==> config.mk <==
export PLATFORM = sky130hd
export DESIGN_NAME = hfosc_wake_ctrl
export DESIGN_NICKNAME = d
export VERILOG_FILES = /design/src/rtl/hfosc_wake_ctrl.sv
export SDC_FILE = /design/constraint.sdc
export NUM_CORES = 1
export LEC_CHECK = 0
export CORE_ASPECT_RATIO = 1.5
export CORE_MARGIN = 1
export CORE_UTILIZATION = 50
export CTS_CLUSTER_DIAMETER = 50
export CTS_CLUSTER_SIZE = 14
export DETAILED_ROUTE_END_ITERATION = 16
export DONT_BUFFER_PORTS = 1
export GPL_TIMING_DRIVEN = 0
export MAX_ROUTING_LAYER = met4
export PLACE_DENSITY = 0.61
export SETUP_SLACK_MARGIN = 0.02
export SKIP_LAST_GASP = 1
export SYNTH_ARGS = -nofsm -noshare
export SYNTH_HDL_FRONTEND = slang
export SYNTH_SLANG_ARGS = --single-unit
export TNS_END_PERCENT = 1
==> constraint.sdc <==
create_clock -name slow_clk -period 1.8 [get_ports slow_clk]
set_input_delay 0.36 -clock slow_clk [delete_from_list [all_inputs] [get_ports slow_clk]]
set_output_delay 0.36 -clock slow_clk [all_outputs]
set_load 0.05 [all_outputs]
==> src/rtl/hfosc_wake_ctrl.sv <==
// hfosc_wake_ctrl: sequences SB_HFOSC power-up/enable around sleep requests and wake events on the always-on slow clock
module hfosc_wake_ctrl #(
    parameter int SETTLE_CYCLES = 4,
    parameter int DRAIN_CYCLES  = 2,
    parameter int N_WAKE        = 4
) (
    input  logic              slow_clk,
    input  logic              rst,
    input  logic              sleep_req,
    input  logic [N_WAKE-1:0] wake_evt,
    output logic              clkhf_powerup,
    output logic              clkhf_enable,
    output logic              clk_ready,
    output logic              sleep_ack,
    output logic [N_WAKE-1:0] wake_src
);
    typedef enum logic [1:0] {POWERUP, RUN, DRAIN, OFF} state_t;
    state_t            state_q, state_d;
    logic [7:0]        cnt_q, cnt_d;
    logic              sleep_pend_q, sleep_pend_d;
    logic              sreq_q, sreq_d;
    logic [N_WAKE-1:0] wake_src_q, wake_src_d;
    logic              powerup_q, powerup_d;
    logic              enable_q, enable_d;
    logic              ready_q, ready_d;
    logic              ack_q, ack_d;
    logic              sleep_edge, wake_any;

    assign sleep_edge = sleep_req & ~sreq_q;
    assign wake_any   = |wake_evt;
    assign sreq_d     = sleep_req;

    always_ff @(posedge slow_clk or posedge rst) begin
        if (rst) begin
            state_q      <= POWERUP;
            cnt_q        <= '0;
            sleep_pend_q <= 1'b0;
            sreq_q       <= 1'b1;
            wake_src_q   <= '0;
            powerup_q    <= 1'b1;
            enable_q     <= 1'b0;
            ready_q      <= 1'b0;
            ack_q        <= 1'b0;
        end else begin
            state_q      <= state_d;
            cnt_q        <= cnt_d;
            sleep_pend_q <= sleep_pend_d;
            sreq_q       <= sreq_d;
            wake_src_q   <= wake_src_d;
            powerup_q    <= powerup_d;
            enable_q     <= enable_d;
            ready_q      <= ready_d;
            ack_q        <= ack_d;
        end
    end

    always_comb begin
        state_d      = state_q;
        cnt_d        = cnt_q;
        sleep_pend_d = sleep_pend_q;
        wake_src_d   = wake_src_q;
        case (state_q)
            POWERUP: begin
                sleep_pend_d = sleep_pend_q | sleep_edge;
                cnt_d        = (cnt_q == 8'(SETTLE_CYCLES - 1)) ? '0 : cnt_q + 8'd1;
                state_d      = (cnt_q == 8'(SETTLE_CYCLES - 1)) ? RUN : POWERUP;
            end
            RUN: begin
                // A wake event present alongside a sleep request cancels the request outright
                if (sleep_edge | sleep_pend_q) begin
                    sleep_pend_d = 1'b0;
                    state_d      = wake_any ? RUN : DRAIN;
                end
            end
            DRAIN: begin
                if (wake_any) begin
                    state_d = RUN;
                    cnt_d   = '0;
                end else begin
                    cnt_d   = (cnt_q == 8'(DRAIN_CYCLES - 1)) ? '0 : cnt_q + 8'd1;
                    state_d = (cnt_q == 8'(DRAIN_CYCLES - 1)) ? OFF : DRAIN;
                end
            end
            default: begin
                if (wake_any) begin
                    wake_src_d = wake_evt;
                    state_d    = POWERUP;
                    cnt_d      = '0;
                end
            end
        endcase
    end

    always_comb begin
        powerup_d = state_d != OFF;
        enable_d  = state_d == RUN;
        ready_d   = state_d == RUN;
        ack_d     = state_d == OFF;
    end

    assign clkhf_powerup = powerup_q;
    assign clkhf_enable  = enable_q;
    assign clk_ready     = ready_q;
    assign sleep_ack     = ack_q;
    assign wake_src      = wake_src_q;
endmodule
==> flow_summary.yaml <==
run_status:
  status: "finished, final reports clean"
sta:
  slew_headroom_pct: 51.9
  hold_viol_final: 0
  rsz0062_at_grt: "true"
  finalSetupTns_ns: 0
  min_period_ns: 1.69
  clock_skew_ns: 0.00144
  hold_ws_ns: 0.0248
  report.final.slew_viol_count: 0
  fin_crit_sh_pct: 94.0
  worstMarginPinSlew_ns: 0.721
  setup_viol: 0
  max_freq_mhz: 591
placement:
  dp.final_hpwl_um: 1440
  routabilityCongestion: 0.808
  placed_area_um2: 1020
  numPortBuffers: 0
global_route:
  grt_max_degree: 20
  top_usage_layer: "met2"
  overflow: 0
  grt_pass1_vias: 722
  met2_usage_pct: 35.4
  use_met1_pct: 27.5
  gr-usage-all-layers_pct: 22.5
  grt_use_met3_pct: 3.56
  grt_pass1_wl_um: 3330
  antenna_found_initial: 0
layout:
  layout.core_utilization_pct: 58.3
  area_growth_pct: 8.68
  fin_nets: 108
  drive_gt1_share_pct: 25.5
  design_area_um2: 1080
  diodes: 0
yosys:
  synth_fa_ha_area_share_pct: 2.52
  synth_most_common_cell: "dfrtp_1"
  netlist_area_um2: 995
  synth_nets: 103
  yosys_most_used_dff: "dfrtp_1"
  synth.area.top_cells: "dfrtp_1 (43%), mux2_2 (5.7%), dfstp_2 (5.3%), nand2_1 (3.4%), a21oi_1 (3.0%)"
  syn_inst: 94
  synth_area_per_cell_um2: 10.6
  yosysTopAreaCell: "dfrtp_1"
  synth_xor_area_share_pct: 1.76
  async_flop_share_pct: 100
  synth_edf_count: 0
  synthSimpleGateAreaFrac_pct: 21.9
  synthMuxAreaShare_pct: 5.66
  synth_top_family_by_area: "simple AND/OR/NAND/NOR gates"
  synth_compound_area_share_pct: 15.0
  synth_top_cell_area_share_pct: 42.8
  synth_warnings: 0
  synth.distinct_cells: 36
  synth-seq-area-share_pct: 48.1
  synth_common_cells: "dfrtp_1 (17), nand2_1 (9), a21oi_1 (6)"
  synth-seq-cells: 19
flow_run:
  cap_violations: 0
worst_setup_path:
  cp_slowest_stage_delay_ns: 0.46
  cp_max_fo: 6
  path_cells: "inv_1, ha_1, nor4b_4, nand2_1, a31oi_2, mux2_2"
  critPathLaunchType: "register"
  worst-path-buf-inv: 1
  reg2reg_slack_ns: 0.11
  end_kind: "register"
  cp.arrival_ns: 1.96
  path_class: "register to register"
  cp_top_family: "simple AND/OR/NAND/NOR gates"
  crit_required_ns: 2.07
  cp_slowest_cell: "dfrtp_1"
clocking:
  clk_latency_ns: 0.32
  cts_root_buf: "clkbuf_4"
  cts_max_level: 1
  cts_tree: "done"
  cts.sinks: 19
  cts_hold_buffers: 0
  clock_path_buffers: 2
  postCtsSetupBuffers: 0
  clk_pin_slew_ns: 0.11
  cts_inserted_buffers: 3
power_and_ir_drop:
  power.density_nw_per_um2: 1440
  p_leak_uw: 0.000446
  ir_drop_v: 0.00100
floorplan:
  io_pins: 15
  die_area_um2: 2180
  fp-row-count: 19
  core_um2: 1850
  die_w_um: 38.4
  initial_utilization_pct: 53.6
  die_h_um: 56.6
route:
  routed_wl_um: 2030
  drtIter0Drc: 15
  drtPass1Iterations: 4
  avgRoutedWirePerCell_um: 17.1
  via_per_inst: 6.13
  drc: 0
  final_antenna_net_count: 0
  num_vias: 730
hold_path:
  hold_class: "input pin to register"
[area by class of cell]
type / count / area (µm²)
Buffer: 3 / 32.5
Clock buffer: 3 / 22.5
Clock inverter: 1 / 5.00
Fill cell: 157 / 773
Inverter: 5 / 18.8
Multi-Input combinational cell: 67 / 498
Sequential cell: 19 / 478
Tap cell: 21 / 26.3
[stage by stage]
| stage | power [µW] | std cells | worst slack, ns |
|---|---|---|---|
| floorplan | 1190 | 94 | 0.165 |
| global placement | 1290 | 115 | -0.131 |
| detailed placement | 1300 | 115 | -0.0990 |
| CTS | 1560 | 119 | 0.0293 |
| global route | 1640 | 119 | -0.0596 |
| finish | 1560 | 119 | 0.108 |
[worst reg2reg max path, cell delays in order (launching register included)]
cell	delay [ns]
dfrtp_1	0.46
inv_1	0.08
ha_1	0.14
nor4b_4	0.36
nand2_1	0.12
a31oi_2	0.30
mux2_2	0.20
[power by group]
part | internal [µW] | switching, µW | leakage, µW
clock network | 83.4 | 150 | 0.0000177
logic | 211 | 248 | 0.000187
registers | 539 | 327 | 0.000242
total | 834 | 725 | 0.000446
[final timing paths]
path | endpoint | depth (start not counted) | from
setup reg to reg | state_q[0] | 6 | cnt_q[1]
hold / removal | sreq_q | 0 | sleep_req
max in group asynchronous | cnt_q[7] | 1 | rst
hold reg to reg | sleep_pend_q | 1 | sleep_pend_q
min in group asynchronous | clk_ready | 1 | rst
setup / recovery | state_q[0] | 6 | cnt_q[1]
[cells by family after synthesis]
family	Yosys count
XOR/XNOR	2
multiplexers	5
AND/OR/NAND/NOR	38
flip-flops	19
buffers and inverters	8
adder cells (fa/ha/maj)	2
AO/OA/AOI/OAI	20
[registers in the layout (all words and copies together) (netlist names)]
name           flops
clk_ready          1
clkhf_powerup      1
cnt_q              8
sleep_ack          1
sleep_pend_q       1
sreq_q             1
state_q            2
wake_src           4
[metal layers]
layer  up-vias  part of all wire, %
met4         0                  2.5
met3         5                  2.9
met1       361                   43
met5         -                    0
li1        350                    -
met2        14                   51
[placed cells by master (no fill, tap or decap), drive strengths merged, types with 2 or more instances in the layout]
cell type | synthesis | final
buf | 2 | 2
a21oi | 6 | 6
nand2b | 2 | 2
nor2b | 2 | 2
and3 | 2 | 2
xor2 | 2 | 2
nor2 | 6 | 6
ha | 2 | 2
dfstp | 2 | 2
nor3 | 2 | 2
or2 | 3 | 3
mux2 | 5 | 5
dfrtp | 17 | 17
clkbuf | 1 | 4
nor4 | 2 | 2
o21ai | 2 | 2
o31ai | 2 | 2
o22ai | 3 | 3
nand2 | 9 | 9
inv | 5 | 5
nand3 | 4 | 4
nor4b | 2 | 2
[what timing repair did]
action                     in CTS  in global routing
pin swaps                       0                  0
setup endpoints to repair       8                  7
gates resized for setup         3                  2
Power figures use the tool's default switching activity.
